===== src/rtl/core_lsu_pipe.sv =====
// Load/store unit: decodes IDU memory ops, issues bus requests, tracks outstanding
// loads in an in-order pending table and returns formatted load data to the WBU.
`timescale 1ns/1ps
module core_lsu_pipe #(
  parameter int DEPTH     = 4,
  parameter int ALIGN_CHK = 1
) (
  input  logic                         clk,
  input  logic                         rst,
  input  logic                         lsu_rx_valid,
  output logic                         lsu_rx_ready,
  input  logic [6:0]                   lsu_rx_opcode,
  input  logic [2:0]                   lsu_rx_func3,
  input  logic [31:0]                  lsu_rx_rs1_data,
  input  logic [31:0]                  lsu_rx_rs2_data,
  input  logic [4:0]                   lsu_rx_rd_idx,
  input  logic [31:0]                  lsu_rx_imme,
  output logic                         lsu_req_vld,
  output logic                         lsu_req_wen,
  output logic [3:0]                   lsu_req_wstrb,
  output logic [31:0]                  lsu_req_addr,
  output logic [31:0]                  lsu_req_wdata,
  input  logic                         lsu_req_rdy,
  input  logic                         lsu_resp_vld,
  input  logic [31:0]                  lsu_resp_rdata,
  output logic                         lsu_resp_rdy,
  output logic                         lsu_tx_valid,
  output logic [31:0]                  lsu_tx_data,
  output logic [4:0]                   lsu_tx_rd_idx,
  input  logic                         lsu_tx_ready,
  output logic                         lsu_exc_vld,
  output logic [31:0]                  lsu_exc_addr,
  output logic                         lsu_busy,
  output logic [$clog2(DEPTH+1)-1:0]   dbg_count
);

  // Handshakes: a transfer happens on a rising edge where valid and ready are both
  // high; valid never waits on ready, and payload is only meaningful while valid.
  localparam int PW = (DEPTH > 1) ? $clog2(DEPTH) : 1;
  localparam int CW = $clog2(DEPTH + 1);

  logic          is_load, is_store, mem_op;
  logic          sz_byte, sz_half, sz_word;
  logic          misaligned, trap, full, push, pop;
  logic [31:0]   addr;
  logic [CW-1:0] count;
  logic [PW-1:0] wr_ptr, rd_ptr;

  logic [4:0]    tbl_rd  [DEPTH];
  logic [2:0]    tbl_f3  [DEPTH];
  logic [1:0]    tbl_off [DEPTH];

  logic [2:0]    head_f3;
  logic [31:0]   shifted, load_data;

  always_comb begin
    is_load    = (lsu_rx_opcode == 7'b0000011);
    is_store   = (lsu_rx_opcode == 7'b0100011);
    mem_op     = is_load | is_store;
    addr       = lsu_rx_rs1_data + lsu_rx_imme;
    // LBU/LHU only exist for loads; every unlisted func3 falls back to a word access
    sz_byte    = (lsu_rx_func3 == 3'b000) | (is_load & (lsu_rx_func3 == 3'b100));
    sz_half    = (lsu_rx_func3 == 3'b001) | (is_load & (lsu_rx_func3 == 3'b101));
    sz_word    = !sz_byte & !sz_half;
    misaligned = (sz_half & addr[0]) | (sz_word & (addr[1:0] != 2'b00));
    trap       = mem_op & misaligned & (ALIGN_CHK != 0);
    full       = (count == CW'(DEPTH));

    lsu_req_vld   = lsu_rx_valid & !trap & (is_store | (is_load & !full));
    lsu_rx_ready  = trap | !mem_op | (lsu_req_rdy & (is_store | !full));
    lsu_req_wen   = is_store;
    lsu_req_addr  = addr;
    lsu_req_wstrb = 4'b1111;
    lsu_req_wdata = lsu_rx_rs2_data;
    if (sz_byte) begin
      lsu_req_wstrb = 4'b0001 << addr[1:0];
      lsu_req_wdata = {4{lsu_rx_rs2_data[7:0]}};
    end else if (sz_half) begin
      lsu_req_wstrb = 4'b0011 << addr[1:0];
      lsu_req_wdata = {2{lsu_rx_rs2_data[15:0]}};
    end

    push         = lsu_req_vld & lsu_req_rdy & is_load;
    lsu_resp_rdy = (count != '0) & (!lsu_tx_valid | lsu_tx_ready);
    pop          = lsu_resp_vld & lsu_resp_rdy;
    lsu_busy     = (count != '0) | lsu_tx_valid;
    dbg_count    = count;
  end

  // Response formatting uses the table head, which is the oldest outstanding load.
  always_comb begin
    head_f3 = tbl_f3[rd_ptr];
    shifted = lsu_resp_rdata >> {tbl_off[rd_ptr], 3'b000};
    case (head_f3)
      3'b000:  load_data = {{24{shifted[7]}}, shifted[7:0]};
      3'b001:  load_data = {{16{shifted[15]}}, shifted[15:0]};
      3'b100:  load_data = {24'd0, shifted[7:0]};
      3'b101:  load_data = {16'd0, shifted[15:0]};
      default: load_data = lsu_resp_rdata;
    endcase
  end

  always_ff @(posedge clk) begin
    if (push) begin
      tbl_rd[wr_ptr]  <= lsu_rx_rd_idx;
      tbl_f3[wr_ptr]  <= lsu_rx_func3;
      tbl_off[wr_ptr] <= addr[1:0];
    end
  end

  always_ff @(posedge clk or posedge rst) begin
    if (rst) begin
      count         <= '0;
      wr_ptr        <= '0;
      rd_ptr        <= '0;
      lsu_tx_valid  <= 1'b0;
      lsu_tx_data   <= '0;
      lsu_tx_rd_idx <= '0;
      lsu_exc_vld   <= 1'b0;
      lsu_exc_addr  <= '0;
    end else begin
      if (push) wr_ptr <= (wr_ptr == PW'(DEPTH - 1)) ? '0 : wr_ptr + 1'b1;
      if (pop)  rd_ptr <= (rd_ptr == PW'(DEPTH - 1)) ? '0 : rd_ptr + 1'b1;
      case ({push, pop})
        2'b10:   count <= count + 1'b1;
        2'b01:   count <= count - 1'b1;
        default: count <= count;
      endcase
      if (pop) begin
        lsu_tx_valid  <= 1'b1;
        lsu_tx_data   <= load_data;
        lsu_tx_rd_idx <= tbl_rd[rd_ptr];
      end else if (lsu_tx_ready) begin
        lsu_tx_valid  <= 1'b0;
      end
      // A trapped op is always accepted, so valid alone marks its handshake
      lsu_exc_vld <= lsu_rx_valid & trap;
      if (lsu_rx_valid & trap) lsu_exc_addr <= addr;
    end
  end

endmodule

===== config.mk =====
export PLATFORM = sky130hd
export DESIGN_NAME = core_lsu_pipe
export DESIGN_NICKNAME = d
export VERILOG_FILES = /design/src/rtl/core_lsu_pipe.sv
export SDC_FILE = /design/constraint.sdc
export NUM_CORES = 1
export LEC_CHECK = 0
export ABC_AREA = 1
export CAP_MARGIN = 5
export CORE_MARGIN = 4
export CORE_UTILIZATION = 30
export CTS_BUF_LIST = sky130_fd_sc_hd__clkbuf_2
export CTS_CLUSTER_DIAMETER = 30
export DETAILED_ROUTE_END_ITERATION = 7
export PLACE_DENSITY = 0.64
export SLEW_MARGIN = 10
export SYNTH_ARGS = -nofsm -noshare
export SYNTH_HDL_FRONTEND = slang
export SYNTH_SLANG_ARGS = --single-unit

===== constraint.sdc =====
create_clock -name clk -period 2.45 [get_ports clk]
set_input_delay 0.49 -clock clk [delete_from_list [all_inputs] [get_ports clk]]
set_output_delay 0.49 -clock clk [all_outputs]
set_load 0.005 [all_outputs]

==> impl_metrics.json <==
{
  "status": "finished with violations",
  "violations": "negative setup slack",
  "grt-ovfl-total": 0,
  "path_clk_slew_ps": 270,
  "ir_worst_vdd_v": 0.000271,
  "synth_top_area_share": 0.223,
  "std_cell_rows": 62,
  "worst_pin_slew_ps": 558,
  "start_util": 0.305,
  "fmax_mhz": 375,
  "synthTopCellsByArea": "dfrtp_1 22%, nand2_1 21%, edfxtp_1 14%",
  "crit_path_start_kind": "input port",
  "core_area_um2": 28700,
  "combPwrFrac": 0.597,
  "dp_cells": 2067,
  "cts-root-buf": "clkbuf_2",
  "relSlewSlack": 0.627,
  "cts_max_path_buffers": 2,
  "cpPeakStageDelay_ps": 320,
  "p_sw_uw": 4380,
  "grtUsageTotal": 0.207,
  "preCtsSetupSlack_ps": -1120,
  "synthDistinctLibCells": 36,
  "die_h_um": 179,
  "fillers": 2551,
  "hpwlAfterDp_um": 24000,
  "grt_max_degree": 79,
  "wirelength_um": 35600,
  "setup_ws_ps": -216,
  "die-area_um2": 31900,
  "ys_seq_area_frac": 0.361,
  "final_cell_mix": "355 x nand2_1, 205 x inv_1, 186 x buf_4, 162 x clkdlybuf4s50_1, 85 x nand2_2",
  "drive_gt1_frac": 0.392,
  "path_common_cell": "buf_4",
  "p_sw_frac": 0.424,
  "avgSynthCellArea_um2": 6.70,
  "netlist_area_um2": 8740,
  "critPathArrivalTime_ps": 3250,
  "hold_buffers": 0,
  "nets": 1998,
  "required_ps": 3030,
  "dpl_cell_area_um2": 13000,
  "period_needed_ps": 2670,
  "dieWidth_um": 179,
  "r2r_cells": 12,
  "drtAntennaViolNets": 0,
  "ys_seq_elements": 118,
  "fin_crit_sh": 1.09,
  "yosysTopAreaCell": "dfrtp_1",
  "io_buffers": 295,
  "grt_pass1_vias": 10100,
  "finalMaxSlewViolations": 0,
  "power.density_nw_per_um2": 662,
  "rsz0062_at_grt": "yes",
  "p_seq_frac": 0.267,
  "cts_tree": "done",
  "drc": 0,
  "layout_commonest_cell": "nand2_1",
  "p_clk_frac": 0.135,
  "synthesis.nets": 1497,
  "numCtsBuffers": 17,
  "clk_latency_ps": 690,
  "gp_congestion": 0.887,
  "syn-instance-count": 1305,
  "final_hold_viol_count": 0,
  "crit_fanout": 4,
  "first_pass_iters": 5,
  "clock_skew_ps": 46.5,
  "cp-end-kind": "flip-flop",
  "cap_violations": 0,
  "wire_per_inst_um": 16.2,
  "hold_class": "input port to asynchronous set/reset pin",
  "power.internal_uw": 5940,
  "power_leakage_uw": 0.00797,
  "fin_area_um2": 15600,
  "grt_first_pass_wirelength_um": 52500,
  "antenna_found_initial": 1,
  "vias_per_cell": 4.64,
  "ys_warn_count": 0,
  "hold_slack_ps": 196,
  "setup_viol": 22,
  "htree_levels": 4,
  "area_growth_pct": 78.2,
  "cts_sinks": 118,
  "rrSetupSlack_ps": 190,
  "fin_cells": 2204,
  "p_total_uw": 10300,
  "vias": 10200,
  "ioPinCount": 296,
  "crit_type": "input port to flip-flop",
  "r2r-end": "dbg_count[2]$_DFFE_PP0P_",
  "worstReg2RegStart": "dbg_count[1]$_DFFE_PP0P_",
  "worst_path_max_delay_cell": "ha_4",
  "drtIter0Drc": 653
}
kinds of logic after synthesis:
family	after synthesis	synth area share
adder cells (fa/ha/maj)	43	0.0632
flip-flops	118	0.361
buffers and inverters	276	0.130
AO/OA/AOI/OAI	123	0.0790
AND/OR/NAND/NOR	728	0.350
XOR/XNOR	17	0.0170
per-stage QoR:
| step | utilization | setup TNS [ps] |
|---|---|---|
| 2_1_floorplan | - | -6700 |
| 5_1_grt | 0.543 | -2810 |
| 4_1_cts | 0.518 | -381 |
| 3_5_place_dp | 0.452 | -90460 |
| 3_3_place_gp | 0.452 | -85680 |
| 6_report | 0.543 | -1290 |
repair_timing:
item                       4_1_cts  5_1_grt
gates cloned                     1        0
pin swaps                      150      140
buffers inserted                88       23
gates resized for setup        685      233
setup endpoints to repair       66       54
worst max-delay path by stage:
stage	end	from	depth (start not counted)
2_1_floorplan	dbg_count[2]$_DFFE_PP0P_	lsu_rx_rs1_data[0]	13
6_report	lsu_exc_addr[31]$_DFFE_PP0P_	lsu_rx_imme[5]	25
3_5_place_dp	lsu_req_addr[20]	lsu_rx_rs1_data[0]	13
3_3_place_gp	lsu_req_addr[28]	lsu_rx_rs1_data[0]	13
4_1_cts	lsu_req_addr[20]	lsu_rx_imme[0]	14
5_1_grt	lsu_req_addr[28]	lsu_rx_rs1_data[0]	14
synthesized netlist by cell type:
master / number
inv_2: 1
xor2_1: 14
edfxtp_1: 40
o21ai_1: 5
nor3_2: 1
a21boi_1: 5
nor3b_1: 2
inv_1: 228
nor2_4: 1
o21bai_1: 2
buf_2: 17
clkbuf_1: 12
o21ai_0: 58
nor3_1: 5
o211ai_1: 17
buf_4: 12
nor2_1: 68
o22ai_1: 5
nand3_2: 4
nand3_1: 100
nand2_1: 492
inv_4: 2
nand2_2: 2
xnor2_1: 3
buf_6: 4
a21oi_1: 28
ha_1: 41
nand4_1: 3
fa_1: 2
o21ai_2: 1
nand3b_1: 3
and2_1: 16
dfrtp_1: 78
or2_2: 29
nand2_4: 2
a21o_1: 2
state kept, by name, summed over array words and instances (netlist names):
register and count:
lsu_exc_addr 32, tbl_f3 12, tbl_off 8, dbg_count 3
tbl_rd 20, lsu_tx_data 32, lsu_tx_rd_idx 5, wr_ptr 2
rd_ptr 2, lsu_tx_valid 1, lsu_exc_vld 1
layer usage:
metal	track usage	vias to the layer above	share of wire
li1	-	5033	-
met1	0.250	4770	0.40
met2	0.370	338	0.51
met3	0.0472	82	0.063
met4	0.0569	0	0.029
met5	0	-	0
cell type report:
type	count	area [um^2]	share of cell area
Inverter	231	893	0.0573
Tap cell	384	480	0.0308
Timing Repair Buffer	527	4610	0.296
Antenna cell	1	2.50	0.000161
Multi-Input combinational cell	911	6200	0.398
Sequential cell	118	3150	0.202
Clock inverter	15	159	0.0102
Clock buffer	17	85.1	0.00546
power groups by stage:
| stage | Sequential [uW] | Clock (uW) | Combinational (uW) |
|---|---|---|---|
| 2_1_floorplan | 2780 | 0 | 2770 |
| 3_3_place_gp | 2800 | 0 | 5260 |
| 3_5_place_dp | 2810 | 0 | 5320 |
| 4_1_cts | 2770 | 1460 | 5820 |
| 5_1_grt | 2820 | 1570 | 6790 |
| 6_report | 2760 | 1400 | 6170 |
worst max-delay path, delay by kind of cell:
| kind | cells | cell delay, ps |
|---|---|---|
| buffers and inverters | 13 | 1570 |
| AND/OR/NAND/NOR | 11 | 890 |
| adder cells (fa/ha/maj) | 1 | 320 |
No activity file was read; power rests on OpenSTA's default activity.
